[src/rtl/bic_pkg.sv]
// Shared definitions for the bi-directional chat serial link.
// The transmit side uses these too.
package bic_pkg;

    typedef enum logic [1:0] {
        IDLE,
        START,
        DATA,
        STOP
    } rxState_t;

    localparam int FRAME_BITS         = 10;
    localparam int DEFAULT_DATA_BITS  = 8;
    localparam int DEFAULT_OVERSAMPLE = 16;
    localparam int DEFAULT_MID_SAMPLE = 7;

endpackage

[src/rtl/bic_sync2.sv]
// Two-flop synchronizer for an asynchronous single-bit input.
// Both flops reset to 1, which is the idle level of a serial line.
module bic_sync2 (
    input  logic clk,
    input  logic rst,
    input  logic d,
    output logic q
);

    logic meta;
    logic stable;

    always_ff @(posedge clk or negedge rst) begin
        if (!rst) begin
            meta   <= 1'b1;
            stable <= 1'b1;
        end else begin
            meta   <= d;
            stable <= meta;
        end
    end

    assign q = stable;

endmodule

[src/rtl/bic_receive_ctrl.sv]
// Receive controller for the chat serial link: start detection, mid-bit sampling
// on the oversample tick, and 8N1 frame assembly with a framing-error flag.
module bic_receive_ctrl
    import bic_pkg::*;
#(
    parameter int DATA_BITS  = DEFAULT_DATA_BITS,
    parameter int OVERSAMPLE = DEFAULT_OVERSAMPLE,
    parameter int MID_SAMPLE = DEFAULT_MID_SAMPLE
) (
    input  logic                 clk,
    input  logic                 rst,
    input  logic                 recvEn,
    input  logic                 sampleTick,
    input  logic                 serIn,
    output logic [DATA_BITS-1:0] rxData,
    output logic                 charReceived,
    output logic                 frameErr,
    output logic                 busy
);

    localparam int CW = $clog2(OVERSAMPLE);
    localparam int BW = $clog2(DATA_BITS) + 1;
    localparam logic [CW-1:0] MID_CNT  = CW'(MID_SAMPLE);
    localparam logic [CW-1:0] LAST_CNT = CW'(OVERSAMPLE - 1);
    localparam logic [BW-1:0] LAST_BIT = BW'(DATA_BITS - 1);

    logic serS;

    rxState_t             stateReg,     stateNext;
    logic [CW-1:0]        sampleCntReg, sampleCntNext;
    logic [BW-1:0]        bitIDCountReg, bitIDCountNext;
    logic [DATA_BITS-1:0] shiftReg,     shiftNext;
    logic [DATA_BITS-1:0] rxDataReg,    rxDataNext;
    logic                 charRecReg,   charRecNext;
    logic                 frameErrReg,  frameErrNext;

    bic_sync2 u_sync (
        .clk (clk),
        .rst (rst),
        .d   (serIn),
        .q   (serS)
    );

    always_ff @(posedge clk or negedge rst) begin
        if (!rst) begin
            stateReg      <= IDLE;
            sampleCntReg  <= '0;
            bitIDCountReg <= '0;
            shiftReg      <= '0;
            rxDataReg     <= '0;
            charRecReg    <= 1'b0;
            frameErrReg   <= 1'b0;
        end else begin
            stateReg      <= stateNext;
            sampleCntReg  <= sampleCntNext;
            bitIDCountReg <= bitIDCountNext;
            shiftReg      <= shiftNext;
            rxDataReg     <= rxDataNext;
            charRecReg    <= charRecNext;
            frameErrReg   <= frameErrNext;
        end
    end

    always_comb begin
        stateNext      = stateReg;
        sampleCntNext  = sampleCntReg;
        bitIDCountNext = bitIDCountReg;
        shiftNext      = shiftReg;
        rxDataNext     = rxDataReg;
        charRecNext    = 1'b0;
        frameErrNext   = frameErrReg;

        // Disable wins over a coincident tick and drops any partial frame.
        if (!recvEn) begin
            stateNext      = IDLE;
            sampleCntNext  = '0;
            bitIDCountNext = '0;
            shiftNext      = '0;
        end else if (sampleTick) begin
            case (stateReg)
                IDLE: begin
                    if (!serS) begin
                        stateNext     = START;
                        sampleCntNext = '0;
                    end
                end
                START: begin
                    if (sampleCntReg == MID_CNT) begin
                        sampleCntNext = '0;
                        if (!serS) begin
                            stateNext      = DATA;
                            bitIDCountNext = '0;
                        end else begin
                            stateNext = IDLE;
                        end
                    end else begin
                        sampleCntNext = sampleCntReg + 1'b1;
                    end
                end
                DATA: begin
                    if (sampleCntReg == LAST_CNT) begin
                        shiftNext     = {serS, shiftReg[DATA_BITS-1:1]};
                        sampleCntNext = '0;
                        if (bitIDCountReg == LAST_BIT) begin
                            stateNext      = STOP;
                            bitIDCountNext = '0;
                        end else begin
                            bitIDCountNext = bitIDCountReg + 1'b1;
                        end
                    end else begin
                        sampleCntNext = sampleCntReg + 1'b1;
                    end
                end
                STOP: begin
                    if (sampleCntReg == LAST_CNT) begin
                        // Back to IDLE at mid-stop so a zero-gap next start is seen.
                        stateNext     = IDLE;
                        sampleCntNext = '0;
                        if (serS) begin
                            rxDataNext   = shiftReg;
                            charRecNext  = 1'b1;
                            frameErrNext = 1'b0;
                        end else begin
                            frameErrNext = 1'b1;
                        end
                    end else begin
                        sampleCntNext = sampleCntReg + 1'b1;
                    end
                end
                default: stateNext = IDLE;
            endcase
        end
    end

    assign rxData       = rxDataReg;
    assign charReceived = charRecReg;
    assign frameErr     = frameErrReg;
    assign busy         = (stateReg != IDLE);

endmodule

[config.mk]
export PLATFORM = sky130hd
export DESIGN_NAME = bic_receive_ctrl
export DESIGN_NICKNAME = d
export VERILOG_FILES = /design/src/rtl/bic_pkg.sv /design/src/rtl/bic_sync2.sv /design/src/rtl/bic_receive_ctrl.sv
export SDC_FILE = /design/constraint.sdc
export NUM_CORES = 1
export LEC_CHECK = 0
export CORE_MARGIN = 1
export CORE_UTILIZATION = 45
export DETAILED_ROUTE_END_ITERATION = 7
export PLACE_DENSITY = 0.67
export SLEW_MARGIN = 20
export SYNTH_ARGS = -nofsm -noshare
export SYNTH_HDL_FRONTEND = slang
export SYNTH_HIERARCHICAL = 1
export SYNTH_SLANG_ARGS = --single-unit
[constraint.sdc]
create_clock -name clk -period 2.55 [get_ports clk]
set_clock_uncertainty 0.1 [all_clocks]
set_input_delay 0.51 -clock clk [delete_from_list [all_inputs] [get_ports clk]]
set_output_delay 0.51 -clock clk [all_outputs]
set_load 0.1 [all_outputs]
==> flow_summary.yaml <==
place:
  dp.final_hpwl_mm: 1.796
  place_area_mm2: 0.001604
  dp_slack_ns: 0.3090
  port_buffers: 15
  gp_congestion: 0.8402
  placedCellCount: 181
grt:
  met1_usage: 0.2127
  grt_util_all_layers: 0.1752
  grt_util_met3: 0.06550
  grt_pass1_wl_mm: 4.236
  grt_pass1_vias: 919
  grt_busiest_layer: "met2"
  grt_util_met2: 0.2614
  antenna_found_initial: 0
  gr-total-overflow: 0
  grt_max_degree: 31
finish:
  nets: 151
  insertedDiodeCount: 0
  area_delta_synth_final_pct: 14.13
  stdcell_count: 189
  drive_gt1_frac: 0.2690
  final_area_mm2: 0.001668
  final_cell_mix: "28 x dfrtp_1, 13 x buf_4, 9 x nand3_1, 9 x nor2b_1"
  layout_commonest_cell: "dfrtp_1"
  nFillCells: 282
synth:
  syn_avg_cell_area_um2: 11.60
  synth_top_flop_cell: "dfrtp_1"
  postSynthCellCount: 126
  ys_ff_latch: 30
  synth.cell_area_mm2: 0.001461
  syn_nets: 133
  ys_warn_count: 6
  ys_types: 44
  ys_seq_area_frac: 0.5154
  synth_edf_count: 0
  async_flop_share: 1.000
run_status:
  status: "completed"
power_and_ir_drop:
  p_sw_uw: 356.3
  total_power_uw: 1057
  p_per_area_mw_per_mm2: 633.5
  seqPwrFrac: 0.505
  combPwrFrac: 0.212
  peakVddDrop_v: 0.0004769
  power_frac_clock: 0.284
  p_int_uw: 700.3
  leakagePower_uw: 0.0007523
  swShare: 0.3372
critical_path:
  cp_max_fo: 11
  cp_data_required_time_ns: 1.94
  worstReg2RegEnd: "shiftReg[3]"
  crit_arrival_ns: 1.45
  rrSetupSlack_ns: 0.71
  cp-end-kind: "output port"
  startpoint: "stateReg[1]"
  regToRegStartpoint: "sampleCntReg[1]"
  startpoint_type: "flip-flop"
  reg2reg_depth: 5
  crit_type: "flip-flop to output port"
floorplanning:
  chipWidth_um: 58.99
  dieArea_mm2: 0.003479
  pin_count: 16
  rows: 20
  fp.coreArea_mm2: 0.003078
  dieHeight_um: 58.99
  initial_core_util: 0.4748
cts:
  cts_buffer_depth: 2
  cts_buffers: 5
  tritoncts: "done"
  postCtsHoldBufs: 0
  clkSinkCount: 30
  ctsResizeCount: 0
  cts_max_level: 2
  post-cts-setup-buffers: 0
  clock_latency_ns: 0.34
  cts.clk_slew.worst_paths_ns: 0.09
  cts-root-buf: "clkbuf_4"
routing:
  drtPass1Iterations: 4
  routed-via-count: 1027
  drt_wl_total_mm: 2.545
  post_drt_wl_per_cell_um: 13.47
  viasPerCell: 5.434
  dr.first_iter.drc_count: 31
  ant_nets: 0
  drc: 0
worst_hold_path:
  hold_path_startpoint: "u_sync/meta"
  holdPathStages: 0
  hold_end: "u_sync/q"
  hp-class: "flip-flop to flip-flop"
sta:
  setup-violations-final: 0
  period_minus_slack_ns: 2.062
  report.final.slew_viol_count: 0
  fin_tns_setup_ns: 0
  rsz0062_at_grt: "false"
  slew_headroom: 0.6986
  tightest_slew_ns: 0.4521
  hold_viol_final: 0
  max_freq_ghz: 0.4851
  post-route-period-util: 0.8084
  fin_ws_ns: 0.4885
job:
  max_cap_violations: 0
## registers in the layout, summed over array words and instances, names as in the netlist
| signal | flops |
|---|---|
| u_sync/q | 1 |
| charReceived | 1 |
| shiftReg | 8 |
| frameErr | 1 |
| u_sync/meta | 1 |
| bitIDCountReg | 4 |
| stateReg | 2 |
| rxData | 8 |
| sampleCntReg | 4 |
## power by group through the flow
stage | Clock, uW | Sequential, uW | Combinational, uW
2_1_floorplan | 0 | 513 | 209
3_3_place_gp | 0 | 540 | 221
3_5_place_dp | 0 | 539 | 224
4_1_cts | 311 | 531 | 224
5_1_grt | 333 | 537 | 241
6_report | 300 | 533 | 224
## worst max-delay path, stage by stage (launching register included)
cell	delay [ns]
dfrtp_1	0.51
or2_2	0.37
buf_4	0.24
## cell type report
| cell class | instances | area, um2 | share of cell area |
|---|---|---|---|
| Clock inverter | 2 | 12.51 | 0.007502 |
| Clock buffer | 6 | 51.30 | 0.03076 |
| Timing Repair Buffer | 17 | 137.6 | 0.08252 |
| Inverter | 4 | 15.01 | 0.009002 |
| Sequential cell | 30 | 753.2 | 0.4516 |
| Tap cell | 44 | 55.05 | 0.03301 |
| Multi-Input combinational cell | 86 | 643.1 | 0.3856 |
## routing by layer
metal	share of wire	wire length, um	vias up
met4	0.024	61	0
met5	0	0	-
li1	-	-	498
met3	0.046	117	5
met2	0.46	1183	25
met1	0.46	1181	499
## worst max-delay path by stage
stage          cells past startpoint  slack, ns               to
2_1_floorplan                      5       0.88  sampleCntReg[2]
3_3_place_gp                       5       0.35      shiftReg[4]
3_5_place_dp                       5       0.31      shiftReg[3]
4_1_cts                            2       0.48             busy
5_1_grt                            2       0.43             busy
6_report                           2       0.49             busy
## through the flow
| step | hold WS [ns] | utilization |
|---|---|---|
| final | 0.2611 | 0.5419 |
| after global routing | 0.2658 | 0.5419 |
| after CTS | 0.2636 | 0.5419 |
| after detailed placement | 0.2498 | 0.5211 |
| after global placement | 0.2466 | 0.5211 |
| after floorplan | 0.1144 | - |
## kinds of logic after synthesis
kind of cell	after synthesis	synth area share
compound gates	23	0.1199
xor+xnor	1	0.005994
fa+ha+maj	2	0.01712
buf+inv	10	0.04451
flops	30	0.5154
mux	16	0.1164
simple gates	44	0.1807
## Yosys cell counts, types with 2 or more instances
library cell  instances  area (um2)
mux2i_1               8       80.08
and3_1                2       12.51
nor2b_1               9       56.30
nor3b_1               2       15.01
and2_1                2       12.51
dfstp_2               2       52.55
nand2b_1              2       12.51
ha_1                  2       25.02
dfrtp_1              28       700.7
o31ai_1               2       15.01
o211ai_1              2       15.01
nor2_1                2       7.510
mux2_2                8       90.09
inv_1                 4       15.01
buf_6                 3       33.78
nand3_1               9       45.04
nand2_1               6       22.52
o21ai_0               7       35.03
Power figures use the tool's default switching activity.
